**src/rtl/io_bus_arbiter_pkg.sv**
```systemverilog
// Shared definitions for the IO bus arbiter: FSM state encoding and the
// read data returned when a slave transaction is aborted by the timeout.
package io_bus_arbiter_pkg;

  typedef enum logic [1:0] {
    IDLE = 2'd0,
    BUSY = 2'd1,
    RESP = 2'd2
  } arb_state_e;

  localparam logic [31:0] ERR_RDATA = 32'hDEAD_BEEF;

  // Master index encoded by a one-hot two-bit grant vector.
  function automatic logic grant_id(input logic [1:0] gnt);
    return gnt[1];
  endfunction

endpackage

```
**src/rtl/io_bus_arbiter_rr_arb2.sv**
```systemverilog
// Two-input round-robin picker: a lone requester always wins; when both
// request, the one that was not granted last wins. Purely combinational.
module rr_arb2 (
  input  logic [1:0] valid,
  input  logic       last_gnt,
  output logic [1:0] gnt
);

  always_comb begin
    gnt = 2'b00;
    case (valid)
      2'b01:   gnt = 2'b01;
      2'b10:   gnt = 2'b10;
      2'b11:   gnt = last_gnt ? 2'b01 : 2'b10;
      default: gnt = 2'b00;
    endcase
  end

endmodule

```
**src/rtl/io_bus_arbiter.sv**
```systemverilog
// Round-robin arbiter sharing the IO bus between the core (m0) and the debug
// loader (m1). Optional slave-wait timeout is enabled by IO_ARB_TIMEOUT_EN.
module io_bus_arbiter
  import io_bus_arbiter_pkg::*;
#(
  parameter int AW      = 32,
  parameter int DW      = 32,
  parameter int TIMEOUT = 255
) (
  input  logic          clk,
  input  logic          reset,
  input  logic          m0_valid,
  output logic          m0_ready,
  input  logic [AW-1:0] m0_addr,
  input  logic [DW-1:0] m0_wdata,
  input  logic          m0_wr,
  output logic          m0_rvalid,
  output logic [DW-1:0] m0_rdata,
  input  logic          m1_valid,
  output logic          m1_ready,
  input  logic [AW-1:0] m1_addr,
  input  logic [DW-1:0] m1_wdata,
  input  logic          m1_wr,
  output logic          m1_rvalid,
  output logic [DW-1:0] m1_rdata,
  output logic          s_valid,
  output logic [AW-1:0] s_addr,
  output logic [DW-1:0] s_wdata,
  output logic          s_wr,
  input  logic          s_ready,
  input  logic [DW-1:0] s_rdata,
  output logic          to_err,
  output logic [1:0]    dbg_state
);

  // Handshake: a master request is taken in the cycle where mN_valid and
  // mN_ready are both high. ready is only ever raised in IDLE, for the granted
  // master. Completion is signalled by a one-cycle mN_rvalid pulse; the slave
  // side completes a transaction in any BUSY cycle where s_ready is high.

  arb_state_e    state_q, state_d;
  logic          last_gnt_q;
  logic          id_q;
  logic [AW-1:0] s_addr_q;
  logic [DW-1:0] s_wdata_q;
  logic          s_wr_q;
  logic [DW-1:0] rdata_q;
  logic [1:0]    gnt;
  logic          accept;
  logic          timeout_hit;

  rr_arb2 u_rr_arb2 (
    .valid    ({m1_valid, m0_valid}),
    .last_gnt (last_gnt_q),
    .gnt      (gnt)
  );

  assign accept = (state_q == IDLE) && (gnt != 2'b00);

  assign m0_ready  = (state_q == IDLE) && gnt[0];
  assign m1_ready  = (state_q == IDLE) && gnt[1];
  assign m0_rvalid = (state_q == RESP) && !id_q;
  assign m1_rvalid = (state_q == RESP) && id_q;
  assign m0_rdata  = rdata_q;
  assign m1_rdata  = rdata_q;
  assign s_valid   = (state_q == BUSY);
  assign s_addr    = s_addr_q;
  assign s_wdata   = s_wdata_q;
  assign s_wr      = s_wr_q;
  assign dbg_state = state_q;

`ifdef IO_ARB_TIMEOUT_EN
  localparam int CNT_W = $clog2(TIMEOUT + 1);
  localparam logic [CNT_W-1:0] TO_LAST = CNT_W'(TIMEOUT - 1);

  logic [CNT_W-1:0] wait_cnt_q;
  logic             to_err_q;

  // The cycle that would push the count to TIMEOUT aborts instead; a
  // concurrent s_ready still completes the transaction normally.
  assign timeout_hit = (state_q == BUSY) && !s_ready && (wait_cnt_q == TO_LAST);
  assign to_err      = to_err_q;

  always_ff @(posedge clk) begin
    if (reset) begin
      wait_cnt_q <= '0;
      to_err_q   <= 1'b0;
    end else begin
      to_err_q <= timeout_hit;
      if (accept) begin
        wait_cnt_q <= '0;
      end else if ((state_q == BUSY) && !s_ready && !timeout_hit) begin
        wait_cnt_q <= wait_cnt_q + CNT_W'(1);
      end
    end
  end
`else
  assign timeout_hit = 1'b0;
  assign to_err      = 1'b0;
`endif

  always_comb begin
    state_d = state_q;
    case (state_q)
      IDLE: if (accept) state_d = BUSY;
      BUSY: if (s_ready || timeout_hit) state_d = RESP;
      RESP: state_d = IDLE;
      default: state_d = IDLE;
    endcase
  end

  always_ff @(posedge clk) begin
    if (reset) begin
      state_q    <= IDLE;
      last_gnt_q <= 1'b1;
      id_q       <= 1'b0;
      s_addr_q   <= '0;
      s_wdata_q  <= '0;
      s_wr_q     <= 1'b0;
      rdata_q    <= '0;
    end else begin
      state_q <= state_d;
      if (accept) begin
        id_q      <= grant_id(gnt);
        s_addr_q  <= gnt[1] ? m1_addr  : m0_addr;
        s_wdata_q <= gnt[1] ? m1_wdata : m0_wdata;
        s_wr_q    <= gnt[1] ? m1_wr    : m0_wr;
      end
      // Writes return zero so a master never sees stale slave data.
      if ((state_q == BUSY) && s_ready) begin
        rdata_q <= s_wr_q ? '0 : s_rdata;
      end else if (timeout_hit) begin
        rdata_q <= DW'(ERR_RDATA);
      end
      if (state_q == RESP) begin
        last_gnt_q <= id_q;
      end
    end
  end

endmodule

```
**config.mk**
```make
export PLATFORM = sky130hd
export DESIGN_NAME = io_bus_arbiter
export DESIGN_NICKNAME = d
export VERILOG_FILES = /design/src/rtl/io_bus_arbiter_pkg.sv /design/src/rtl/io_bus_arbiter_rr_arb2.sv /design/src/rtl/io_bus_arbiter.sv
export SDC_FILE = /design/constraint.sdc
export NUM_CORES = 1
export LEC_CHECK = 0
export ABC_AREA = 1
export CAP_MARGIN = 20
export CORE_AREA = 2 2 118 120
export CTS_CLUSTER_DIAMETER = 40
export DETAILED_ROUTE_END_ITERATION = 7
export DIE_AREA = 0 0 120 122
export PLACE_DENSITY = 0.8
export SLEW_MARGIN = 15
export SYNTH_ARGS = -nofsm -noshare
export SYNTH_HDL_FRONTEND = slang
export SYNTH_SLANG_ARGS = --single-unit
```
**constraint.sdc**
```tcl
create_clock -name clk -period 1.8 [get_ports clk]
set_input_delay 0.36 -clock clk [delete_from_list [all_inputs] [get_ports clk]]
set_output_delay 0.36 -clock clk [all_outputs]
set_load 0.02 [all_outputs]
```
Word-level counts from Yosys, hierarchy flattened:

Index checks and enable logic that the tools add are counted.

* logic and storage cells: 33
* flip-flop bits (word level): 101
* bits of input ports: 167
* output and inout bits: 137

* equality and inequality tests: 7
* muxes and demuxes: 9
* reduce and logical (&&, ||, !) cells: 10

Operators by type and width (number)
* $mux 32: 3
* $eq 2x2->1 const B: 3
* $logic_and 1x1->1: 6
* $mux 2: 3
* $pmux 2 s3: 1
* $eq 2x1->1 const B: 2
* $pmux 2 s2: 1
* $logic_not 2->1: 1
* $ne 2x1->1 const B: 1
* $ne 2x2->1 const B: 1
* $reduce_and 2->1: 1
* $reduce_bool 2->1: 1
* $logic_not 1->1: 1
* $mux 1: 1

Longest topological paths before layout:

Gate-level depths: netlist (run 1).

* depth after elaboration: 6
* gate-level depth with buffers: 9
* mapped depth without buffers: 8

Hierarchy:

Synthesis (run 1) repeated with hierarchy kept, for this count alone.

* cell total of the unflattened synthesis: 898
* area, all modules: 5256.3 um^2

Modules (own cells, without submodules)
* io_bus_arbiter: area an instance 5235.0 um^2, cells an instance 893, seq. area each 2021.9 um^2, times used 1
* rr_arb2: area an instance 21.3 um^2, cells an instance 5, seq. area each 0.0 um^2, times used 1

Least setup slack after synthesis (run 1):

No wires, ideal clock.

* path type: register to output
* start: register state_q[1], in the netlist dbg_state[1]
* end: output port m1_ready
* data arrival time: 1241 ps
* stages on the path, launching flop included: 6
* setup slack: 199 ps
* required time: 1440 ps
* buffers on the path: 2
* cell sequence: dfxtp_1 > nor2_4 > nand2_1 > buf_2 > buf_2 > inv_1

* word-level cells in the longest chain between the ends: 2

Ends and longest elaborated chain
* start: declaration: RTL line io_bus_arbiter.sv:41 `arb_state_e state_q, state_d;`
* start signal: assignment: RTL line io_bus_arbiter.sv:122 `state_q <= state_d;`
* $logic_not 2->1: RTL line io_bus_arbiter.sv:61 `assign m1_ready = (state_q == IDLE) && gnt[1];`
* $logic_and 1x1->1: RTL line io_bus_arbiter.sv:61
* end: declaration: RTL line io_bus_arbiter.sv:20 `output logic m1_ready,`

Every way passes these cells.

Worst setup path after layout (run 1):

* start: register rdata_q[27], in the netlist m0_rdata[27]
* end: output port m0_rdata[27]

RTL lines
* start: declaration: RTL line io_bus_arbiter.sv:47 `logic [DW-1:0] rdata_q;`
* start signal: assignment: RTL line io_bus_arbiter.sv:131 `rdata_q <= s_wr_q ? '0 : s_rdata;`
* start signal: assignment: RTL line io_bus_arbiter.sv:133 `rdata_q <= DW'(ERR_RDATA);`
* end: declaration: RTL line io_bus_arbiter.sv:18 `output logic [DW-1:0] m0_rdata,`

No word-level cell between the ends.

==> results of run 1 <==
==> final cells by class <==
| cell class | instances | area (µm²) | area share |
|---|---|---|---|
| clock inverters | 5 | 106 | 0.0129 |
| multi-input cells | 506 | 2120 | 0.257 |
| repair buffers | 326 | 3230 | 0.392 |
| clock buffers | 11 | 253 | 0.0306 |
| inverters | 79 | 297 | 0.0359 |
| well taps | 180 | 225 | 0.0273 |
| flip-flops and latches | 101 | 2020 | 0.245 |
==> state kept, by name, indices dropped and copies added, names as in the netlist <==
signal	flops
m0_rdata	32
s_addr	32
s_wdata	32
dbg_state	2
id_q	1
last_gnt_q	1
s_wr	1
==> through the flow <==
| stage | util | hold WS, ns |
|---|---|---|
| 2_1_floorplan | - | 0.454 |
| 3_3_place_gp | 0.585 | 0.449 |
| 3_5_place_dp | 0.585 | 0.457 |
| 4_1_cts | 0.611 | 0.397 |
| 5_1_grt | 0.612 | 0.412 |
| 6_report | 0.612 | 0.378 |
==> cell usage after synthesis <==
master,n
buf_6,7
a21oi_1,65
clkbuf_1,20
dfxtp_1,101
a21oi_2,1
buf_4,33
nor2_1,146
clkinv_1,1
or2_2,1
buf_1,7
nand2_1,203
nand3_1,53
nand2_2,2
nor2_4,1
inv_1,78
o21ai_0,32
conb_1,1
nand3_2,1
buf_2,13
==> path summary, 6_finish.rpt <==
path / slack [ns] / cells past startpoint / to
max: 0.05 / 1 / m0_rdata[27]
min reg2reg: 0.47 / 2 / s_addr[10]
max reg2reg: 0.26 / 9 / s_addr[7]
min: 0.38 / 3 / last_gnt_q
==> repair_timing <==
action                                  in CTS  in global routing
endpoints found under the setup margin       7                  3
buffers inserted                             0                  1
gates resized for setup                     13                  2
==> power by group through the flow <==
stage / Clock, W / Combinational (W) / Sequential [W]
final: 0.00230 / 0.00198 / 0.00256
after global routing: 0.00244 / 0.00216 / 0.00258
after CTS: 0.00235 / 0.00199 / 0.00256
after detailed placement: 0 / 0.00199 / 0.00261
after global placement: 0 / 0.00197 / 0.00260
after floorplan: 0 / 0.000768 / 0.00284
==> metal layers <==
metal	GRT usage	vias up	share of wire
met2	0.377	208	0.48
li1	-	2825	-
met3	0.0543	15	0.084
met1	0.244	2384	0.42
met4	0.0691	0	0.015
met5	0	-	0
==> cells by family after synthesis <==
| logic type | Yosys count |
|---|---|
| AO/OA/AOI/OAI | 98 |
| other | 1 |
| flip-flops | 101 |
| AND/OR/NAND/NOR | 407 |
| buffers and inverters | 159 |
==> results.cfg, run 1 <==
[run_status]
status = finished clean

[yosys]
ys_ff_latch = 101
synth_cell_types = 19
synth_area_per_cell_um2 = 6.43
synth_top_area_frac = 0.411
synthAdderAreaFrac = 0
syn-num-nets = 933
synth_top_area_cell = dfxtp_1
synth_compound_area_frac = 0.100
synth_top_family_by_area = simple AND/OR/NAND/NOR gates
synth.yosys.warnings = 0
ys_seq_area_frac = 0.411
syn_inst = 766
synth_xor_area_frac = 0
muxShareOfSynthArea = 0
syn_area_um2 = 4920
synthSimpleGateAreaFrac = 0.328
synthTopCellsByArea = dfxtp_1, nand2_1, nor2_1

[floorplanning]
die_h_um = 122
start_util = 0.365
num_rows = 43
design.die.area_um2 = 14600
core_um2 = 13500
io_pins = 304
die_w_um = 120

[placed_design]
place_congestion = 0.803
io_buffer_count = 302
hpwlAfterDp_um = 11600
pre_cts_slack_ns = -0.364
dp_cells = 1191
placed_area_um2 = 7910

[power_and_ir_drop]
netSwitchingFraction = 0.288
clkPwrFrac = 0.336
seq_power_share = 0.374
switchingPower_w = 0.00197
totalPowerFinal_w = 0.00683
p_per_area_nw_per_um2 = 827
p_int_w = 0.00486
combPwrFrac = 0.289
ir_drop_mv = 0.394
p_leak_nw = 3.66

[cells_and_area]
layout_commonest_cell = clkdlybuf4s50_1
stdcell_count = 1208
drive_gt1_frac = 0.0506
design_area_um2 = 8260
fill_cells = 1237
nets = 1190
syn_to_final_growth_pct = 67.7
final_cell_mix = clkdlybuf4s50_1, nand2_1, nor2_1
antenna_cells = 0

[worst_setup_path]
r2r-start = dbg_state[0]
crit_start = m0_rdata[27]
crit_family = buffers and inverters
required_ns = 1.44
crit_path_max_fanout = 3
path_cells = clkdlybuf4s50_1
slowest_stage = clkdlybuf4s50_1
critPathLaunchType = flop
crit_buf_inv = 1
endpoint_kind = primary output
cp_data_arrival_time_ns = 1.39
slowest_delay_ns = 0.64
crit_type = reg -> out

[sta]
max_slew.worst_pin.slew_ns = 0.772
setup_ws_ns = 0.0536
setup_viol = 0
fin_tns_setup_ns = 0
slew_headroom = 0.486
finalHoldViolations = 0
fin_crit_sh = 0.970
clock.fmax_ghz = 0.573
period_needed_ns = 1.75
slew_violations = 0
finClkSkew_ns = 0.00523

[global_route]
overflow = 0
grt_max_degree = 68
antenna_found_initial = 0
grt_pass1_wl_um = 24600
track_usage = 0.211
grt_pass1_vias = 4973

[clock_network]
cts.sinks = 101
cts_buffers = 9
cts-root-buf = clkbuf_16
cts_buffer_depth = 2
clk_pin_slew_ns = 0.07
cts_tree = done
postCtsHoldBufs = 0
htree_levels = 3
insertion_delay_ns = 0.34

[hold_path]
min-delay-path-class = in -> reg
hp-start = reset

[routing]
drc = 0
wl_per_cell_um = 13.3
ant_nets = 0
vias_per_cell = 4.50
drtIter0Drc = 267
dr.pass1.iters = 4
wirelength_um = 16000
vias = 5432

[flow_run]
maxCapViolations = 0
No activity file was read; power rests on OpenSTA's default activity.
==> inputs of run 2 (changes only) <==
==> constraint.sdc (replaced) <==
create_clock -name clk -period 1.8 [get_ports clk]
set_input_delay 0.27 -clock clk [delete_from_list [all_inputs] [get_ports clk]]
set_output_delay 0.27 -clock clk [all_outputs]
set_load 0.02 [all_outputs]
==> results.cfg, run 2 (synthesized netlist as in run 1, its figures left out) <==
[clock_network]
cts_tree = done
htree_levels = 3
postCtsHoldBufs = 0
cts.sinks = 101
insertion_delay_ns = 0.34
cts_buffers = 9
clk_pin_slew_ns = 0.07
cts_buffer_depth = 2
cts-root-buf = clkbuf_16
cts_setup_buffers = 0

[floorplanning]
die_w_um = 120
io_pins = 304
core_um2 = 13500
num_rows = 43
design.die.area_um2 = 14600
die_h_um = 122
start_util = 0.365

[sta]
period_needed_ns = 1.70
finalHoldViolations = 0
slew_violations = 0
slew_headroom = 0.642
max_slew.worst_pin.slew_ns = 0.536
setup_viol = 0
clock.fmax_ghz = 0.589
grt_setup_unrepaired = no
finClkSkew_ns = 0.00810
fin_crit_sh = 0.942
setup_ws_ns = 0.104

[flow_run]
maxCapViolations = 0

[worst_setup_path]
required_ns = 1.53
slowest_stage = clkdlybuf4s50_1
critPathLaunchType = flop
path_cells = clkdlybuf4s50_1
crit_buf_inv = 1
crit_type = reg -> out
slowest_delay_ns = 0.66
cp_data_arrival_time_ns = 1.43
crit_path_max_fanout = 4
crit_family = buffers and inverters
endpoint_kind = primary output

[cells_and_area]
syn_to_final_growth_pct = 66.8
utilization = 0.608
layout_commonest_cell = clkdlybuf4s50_1
drive_gt1_frac = 0.0449
final_cell_mix = clkdlybuf4s50_1, nand2_1, nor2_1
antenna_cells = 0
nets = 1188
design_area_um2 = 8220

[power_and_ir_drop]
p_leak_nw = 3.64
combPwrFrac = 0.305
p_per_area_nw_per_um2 = 793
netSwitchingFraction = 0.298
ir_drop_mv = 0.565
switchingPower_w = 0.00194
clkPwrFrac = 0.303
seq_power_share = 0.392
p_int_w = 0.00457

[routing]
vias_per_cell = 4.53
vias = 5458
wl_per_cell_um = 13.5
drc = 0
ant_nets = 0
dr.pass1.iters = 4
drtIter0Drc = 287
wirelength_um = 16200

[hold_path]
min-delay-path-class = in -> reg

[placed_design]
io_buffer_count = 302
placed_area_um2 = 7920
pre_cts_slack_ns = -0.192
place_congestion = 0.812
hpwlAfterDp_um = 11700

[global_route]
grt_max_degree = 68
grt_pass1_vias = 5033
track_usage = 0.217
antenna_found_initial = 0
overflow = 0
grt_pass1_wl_um = 25100

[run_status]
status = finished clean
[run 2: changes by cell type in the layout (fill, tap and decap cells not counted)]
cell,previous run,this run
dfxtp_2,1,0
dlygate4sd2_1,4,5
clkinv_4,1,0
buf_4,20,16
dfxtp_1,100,101
clkinv_2,0,2
buf_12,4,6
bufinv_16,3,1
clkdlybuf4s50_1,294,295
buf_2,3,1
[run 2: area by class of cell]
class                   instances  area, µm²
clock inverters                 4       47.5
well taps                     180        225
fillers                      1272       5290
inverters                      79        297
clock buffers                  11        253
repair buffers                324       3250
multi-input cells             506       2120
flip-flops and latches        101       2020
[run 2: worst paths after layout]
kind	from	endpoint	cells past startpoint	slack (ns)
worst max-delay path	dbg_state[0]	dbg_state[0]	1	0.10
worst min-delay path	reset	s_addr[10]	3	0.46
worst max register to register	dbg_state[1]	s_wdata[0]	7	0.25
worst min register to register	s_addr[9]	s_addr[9]	2	0.46
[run 2: timing repair]
item | 4_1_cts | 5_1_grt
cloned | 0 | 0
endpoints found under the setup margin | 6 | 1
gates resized for setup | 6 | 1
[run 2: power by group through the flow]
stage          registers, W  clock network (W)  logic [W]
2_1_floorplan       0.00284                  0   0.000768
3_3_place_gp        0.00260                  0    0.00198
3_5_place_dp        0.00261                  0    0.00200
4_1_cts             0.00256            0.00204    0.00200
5_1_grt             0.00258            0.00215    0.00216
6_report            0.00256            0.00198    0.00198
[run 2: per-layer routing]
metal	wire length [µm]	vias to the layer above	GRT usage
met1	6810	2422	0.251
met5	0	-	0
met3	1300	18	0.0627
li1	-	2813	-
met4	287	0	0.0809
met2	7850	205	0.382
[run 2: per-stage QoR]
stage / hold slack [ns] / cells / setup TNS, ns / power (W)
after CTS: 0.439 / 1205 / 0 / 0.00660
after global routing: 0.464 / 1205 / 0 / 0.00689
after global placement: 0.451 / 1190 / -0.309 / 0.00458
after floorplan: 0.405 / 766 / 0 / 0.00361
after detailed placement: 0.453 / 1190 / -0.334 / 0.00460
final: 0.456 / 1205 / 0 / 0.00652
==> RTL edit 1: new RTL, config.mk and constraints of run 1 <==
Build with the macro `IO_ARB_TIMEOUT_EN` defined.
--- a/src/rtl/io_bus_arbiter.sv
+++ b/src/rtl/io_bus_arbiter.sv
@@ -1,5 +1,7 @@
 // Round-robin arbiter sharing the IO bus between the core (m0) and the debug
 // loader (m1). Optional slave-wait timeout is enabled by IO_ARB_TIMEOUT_EN.
+`define IO_ARB_TIMEOUT_EN
+
 module io_bus_arbiter
   import io_bus_arbiter_pkg::*;
 #(
Function: same outputs for any inputs over 4 cycles, from zero or initial values and one cycle with reset high; that may be too few to reach the edited logic, so the function may still have changed.
==> RTL edit 1 against run 1 <==
  * Synthesized area rose by 9.7%
  * Design area is 6.3% higher
  * Die area did not move
  * Highest routed layer is now met5
  * Power is 2.7% higher
  * Setup slack better by 0.014 ns
  * Critical endpoint is now s_wr
  * Routed wire length increased by 8.1%
  * Largest power group unchanged
  * Critical path depth is the same
  * Clock skew about the same
  * Sequential cell count increased by 9
  * Via count is 3.1% higher
==> RTL edit 1: results (changes against run 1) <==
- Cell at the root of the clock tree: clkbuf_16
- DR iter-0 viols: 346 (+30%)
- CTS Buffer Depth: 2 (unchanged)
- Yosys warning count: 0 (unchanged)
- Via count: 5599 (+3.1%)
- Post-CTS setup buffer count: 0 (unchanged)
- Global-route usage over all layers: 0.234 (+0.0235)
- Synth top area cells: dfxtp_1 (41%), nand2_1 (12%), a21o_1 (8.9%)
- Initial antenna violation count: 1 (+1)
- IO Port Bufs: 303 (+0.33%)
- Status: completed
- Post-route insts no fill: 1135 (-6.0%)
- Least-Margin Pin Slew: 0.639 ns (-0.132 ns)
- HP Class: reg2reg
- Worst VDD drop: 0.000402 V (+2.0%)
- Share of cells above drive strength 1: 0.120 (+0.0698)
- Avg Cell Area, Syn: 7.83 um^2 (+22%)
- Leak Pwr: 3.82 nW (+4.4%)
- GPL Wtd Cong: 0.855 (+6.5%)
- CP Data Arrival Time: 1.37 ns (-0.02 ns)
- Mapped Nets: 859 (-7.9%)
- DPL Wire Length: 13.1 mm (+13%)
- Num CTS Buffers: 9 (unchanged)
- Post-synthesis sequential area ratio: 0.408 (-0.00297)
- Commonest cells in the netlist: nand2_1 (179), dfxtp_1 (110), nand3_1 (93), a21o_1 (64), a21oi_1 (53)
- Number of global-route vias before repair: 5385 (+8.3%)
- Fin. Hold Viols: 0 (unchanged)
- First-pass GRT wire length: 27.2 mm (+11%)
- Ys async rst share: 0 (unchanged)
- Max incr delay on CP: about 0.65 ns
- Clock skew: 0.00515 ns (-0.0000779 ns)
- Synth cell types: 26 (+7)
- Routed wire length: 17.3 mm (+8.1%)
- Post-Place Setup Slack: -0.444 ns (-0.0798 ns)
- Clock Latency Late Sink: 0.35 ns
- Largest net degree at the start of global routing: 61 (-10%)
- Total net switching power: 0.00203 W (+3.0%)
==> RTL edit 1: final timing paths <==
path	startpoint	to	slack [ns]	cells after the start
setup / recovery	s_wr$_SDFFE_PP0P_	s_wr	0.07	1
hold / removal	s_wdata[6]$_SDFFE_PP0P_	s_wdata[6]$_SDFFE_PP0P_	0.45	1
setup reg to reg	wait_cnt_q[0]$_SDFFE_PP0P_	wait_cnt_q[0]$_SDFFE_PP0P_	0.25	9
hold reg to reg	s_wdata[6]$_SDFFE_PP0P_	s_wdata[6]$_SDFFE_PP0P_	0.45	1
==> RTL edit 1: power groups by stage <==
stage          Sequential (W)  Combinational, W  Clock, W
6_report              0.00276           0.00208   0.00218
4_1_cts               0.00276           0.00209   0.00224
5_1_grt               0.00278           0.00223   0.00231
2_1_floorplan         0.00305          0.000821         0
3_5_place_dp          0.00282           0.00209         0
3_3_place_gp          0.00281           0.00208         0
==> RTL edit 1: routing by layer <==
metal / wire (um) / share of wire / GRT usage / vias up
li1: - / - / - / 2779
met1: 6520 / 0.38 / 0.253 / 2567
met2: 8860 / 0.51 / 0.426 / 227
met3: 1590 / 0.092 / 0.0791 / 24
met4: 347 / 0.020 / 0.0809 / 2
met5: 13 / 0.00075 / 0 / -
==> RTL edit 1: timing repair <==
item,CTS,global route
resized for setup,10,11
endpoints found under the hold margin,0,0
setup endpoints to repair,6,15
==> RTL edit 1: metrics by stage <==
stage / area (um^2) / power [W]
6_report: 8780 / 0.00701
5_1_grt: 8780 / 0.00732
4_1_cts: 8770 / 0.00709
3_5_place_dp: 8450 / 0.00491
3_3_place_gp: 8450 / 0.00488
2_1_floorplan: 5400 / 0.00387
==> RTL edit 1: cells by family after synthesis <==
family,synth area share
and+or+nand+nor,0.246
AOI/OAI and AO/OA,0.225
DFF,0.408
buffers and inverters,0.112
xor gates and xnor gates,0.00486
adders and majority gates,0.00463
==> RTL edit 1: cell type report <==
class / instances / area, um^2
multi-input cells: 481 / 2610
flip-flops and latches: 110 / 2200
fillers: 1175 / 4720
clock inverters: 3 / 67.6
inverters: 17 / 63.8
clock buffers: 12 / 256
repair buffers: 332 / 3350
well taps: 180 / 225
==> RTL edit 2: new RTL, config.mk and constraints of run 1 <==
Without the edit above. Register the output `dbg_state` once more, without a reset; this adds one clock of latency there. The other outputs are not delayed to match.
--- a/src/rtl/io_bus_arbiter.sv
+++ b/src/rtl/io_bus_arbiter.sv
@@ -67,7 +67,9 @@
   assign s_addr    = s_addr_q;
   assign s_wdata   = s_wdata_q;
   assign s_wr      = s_wr_q;
-  assign dbg_state = state_q;
+  always_ff @(posedge clk) begin
+    dbg_state <= state_q;
+  end
 
 `ifdef IO_ARB_TIMEOUT_EN
   localparam int CNT_W = $clog2(TIMEOUT + 1);
Behaviour: not the same (a bounded check fails within 4 cycles, from zero or initial values and one cycle with reset high).
==> RTL edit 2 against run 1 <==
  * Combinational power about the same
  * Synthesized cell count increased by 0.13%
  * Fmax increased by 0.46%
  * Via count unchanged
  * Setup slack improved by 0.0080 ns
  * Design area decreased by 0.44%
  * Power decreased by 4.8%
  * Sequential cell count increased by 2
  * Synthesized area decreased by 0.23%
  * Global-route usage decreased by 0.22 points
  * Routed wire length decreased by 0.73%
  * Critical path type unchanged
  * Critical endpoint is now m1_rdata[11]
==> RTL edit 2: results (changes against run 1) <==
- Power Clock: 0.00193 W (-16%)
- Hold slack: 0.431 ns (+0.0533 ns)
- Post-Place Setup Slack: -0.460 ns (-0.0965 ns)
- Global-route usage over all layers: 0.208 (-0.00215)
- Initial antenna violation count: 1 (+1)
- Max incr delay on CP: 0.67 ns (+0.03 ns)
- DPL Wire Length: 11.5 mm (-0.86%)
- Sw Ratio: 0.317 (+0.0296)
- Reg2reg path depth: 8 (-1)
- Largest net degree at the start of global routing: 65 (-4.4%)
- Status: completed
- Pint: 0.00444 W (-8.7%)
- DR iter-0 viols: 278 (+4.1%)
- CTS Buffer Depth: 2 (unchanged)
- R2r setup slk: 0.19 ns (-0.07 ns)
- DP Cell Count: 1190 (-0.084%)
- Commonest cells in the netlist: nand2_1 (201), nor2_1 (148), dfxtp_1 (103), inv_1 (75), a21oi_1 (68)
- Worst VDD drop: 0.000396 V (+0.40%)
- IO Port Bufs: 302 (unchanged)
- Routed wire length: 15.9 mm (-0.73%)
- Synth cell types: 20 (+1)
- Vias per inst: 4.50 (+0.17%)
- Clock skew: 0.00866 ns (+0.00343 ns)
- Layout fillers: 1226 (-0.89%)
- Least-Margin Pin Slew: 0.564 ns (-0.207 ns)
- Post-synthesis sequential area ratio: 0.420 (+0.00909)
- Mapped Nets: 934 (+0.11%)
- Drt wl/cell: 13.2 um (-0.57%)
- Number of global-route vias before repair: 4722 (-5.0%)
- Sink of the worst hold path: dbg_state[0]$_DFF_P_
- Share of cells above drive strength 1: 0.0468 (-0.00380)
- Worst flop-to-flop path startpoint: state_q[0]$_SDFFE_PP0P_
- CP Data Arrival Time: 1.38 ns
- First-pass GRT wire length: 24.4 mm (-0.73%)
- GPL Wtd Cong: 0.832 (+3.6%)
- HP Class: reg2reg
- Hold Path Stages: 0 (-3)
- Avg Cell Area, Syn: 6.41 um^2 (-0.36%)
- Synth top area cells: dfxtp_1 (42%), nand2_1 (15%), nor2_1 (11%)
- Hold path start: state_q[0]$_SDFFE_PP0P_
-- RTL edit 2: changes by cell type in the layout (fill, tap and decap cells not counted), moves of 3 or more --
cell,run 1,this run
a21oi_1,65,68
buf_4,20,16
bufinv_16,3,0
dfxtp_1,100,103
-- RTL edit 2: timing repair --
action | CTS | global route
gates resized for setup | 9 | 5
pin swaps | 0 | 0
endpoints found under the setup margin | 5 | 3
-- RTL edit 2: logic make-up after synthesis --
kind of cell	share of synthesized area
AND/OR/NAND/NOR	0.328
buffers and inverters	0.150
flip-flops	0.420
AO/OA/AOI/OAI	0.102
other	0.000763
-- RTL edit 2: cell type report --
class                   count  area, um^2  share of cell area
flip-flops and latches    103        2060               0.251
multi-input cells         506        2120               0.257
clock buffers               9         225              0.0274
well taps                 180         225              0.0274
repair buffers            323        3230               0.393
inverters                  78         293              0.0356
clock inverters             7        65.1             0.00791
-- RTL edit 2: per-layer routing --
metal	part of all wire	vias up	global-route usage
met1	0.39	2361	0.240
li1	-	2825	-
met3	0.088	28	0.0651
met4	0.025	2	0.0809
met2	0.49	216	0.362
met5	0.0010	-	0
-- RTL edit 2: how the worst max path moves through the flow --
stage                         startpoint            to  slack (ns)
3_3_place_gp                    m1_valid      m1_ready       -0.45
5_1_grt          state_q[1]$_SDFFE_PP0P_     m1_rvalid        0.01
4_1_cts          state_q[1]$_SDFFE_PP0P_       s_valid        0.02
3_5_place_dp                    m1_valid      m1_ready       -0.46
2_1_floorplan    state_q[1]$_SDFFE_PP0P_      m1_ready        0.35
6_report       m0_rdata[11]$_SDFFE_PP0P_  m1_rdata[11]        0.06
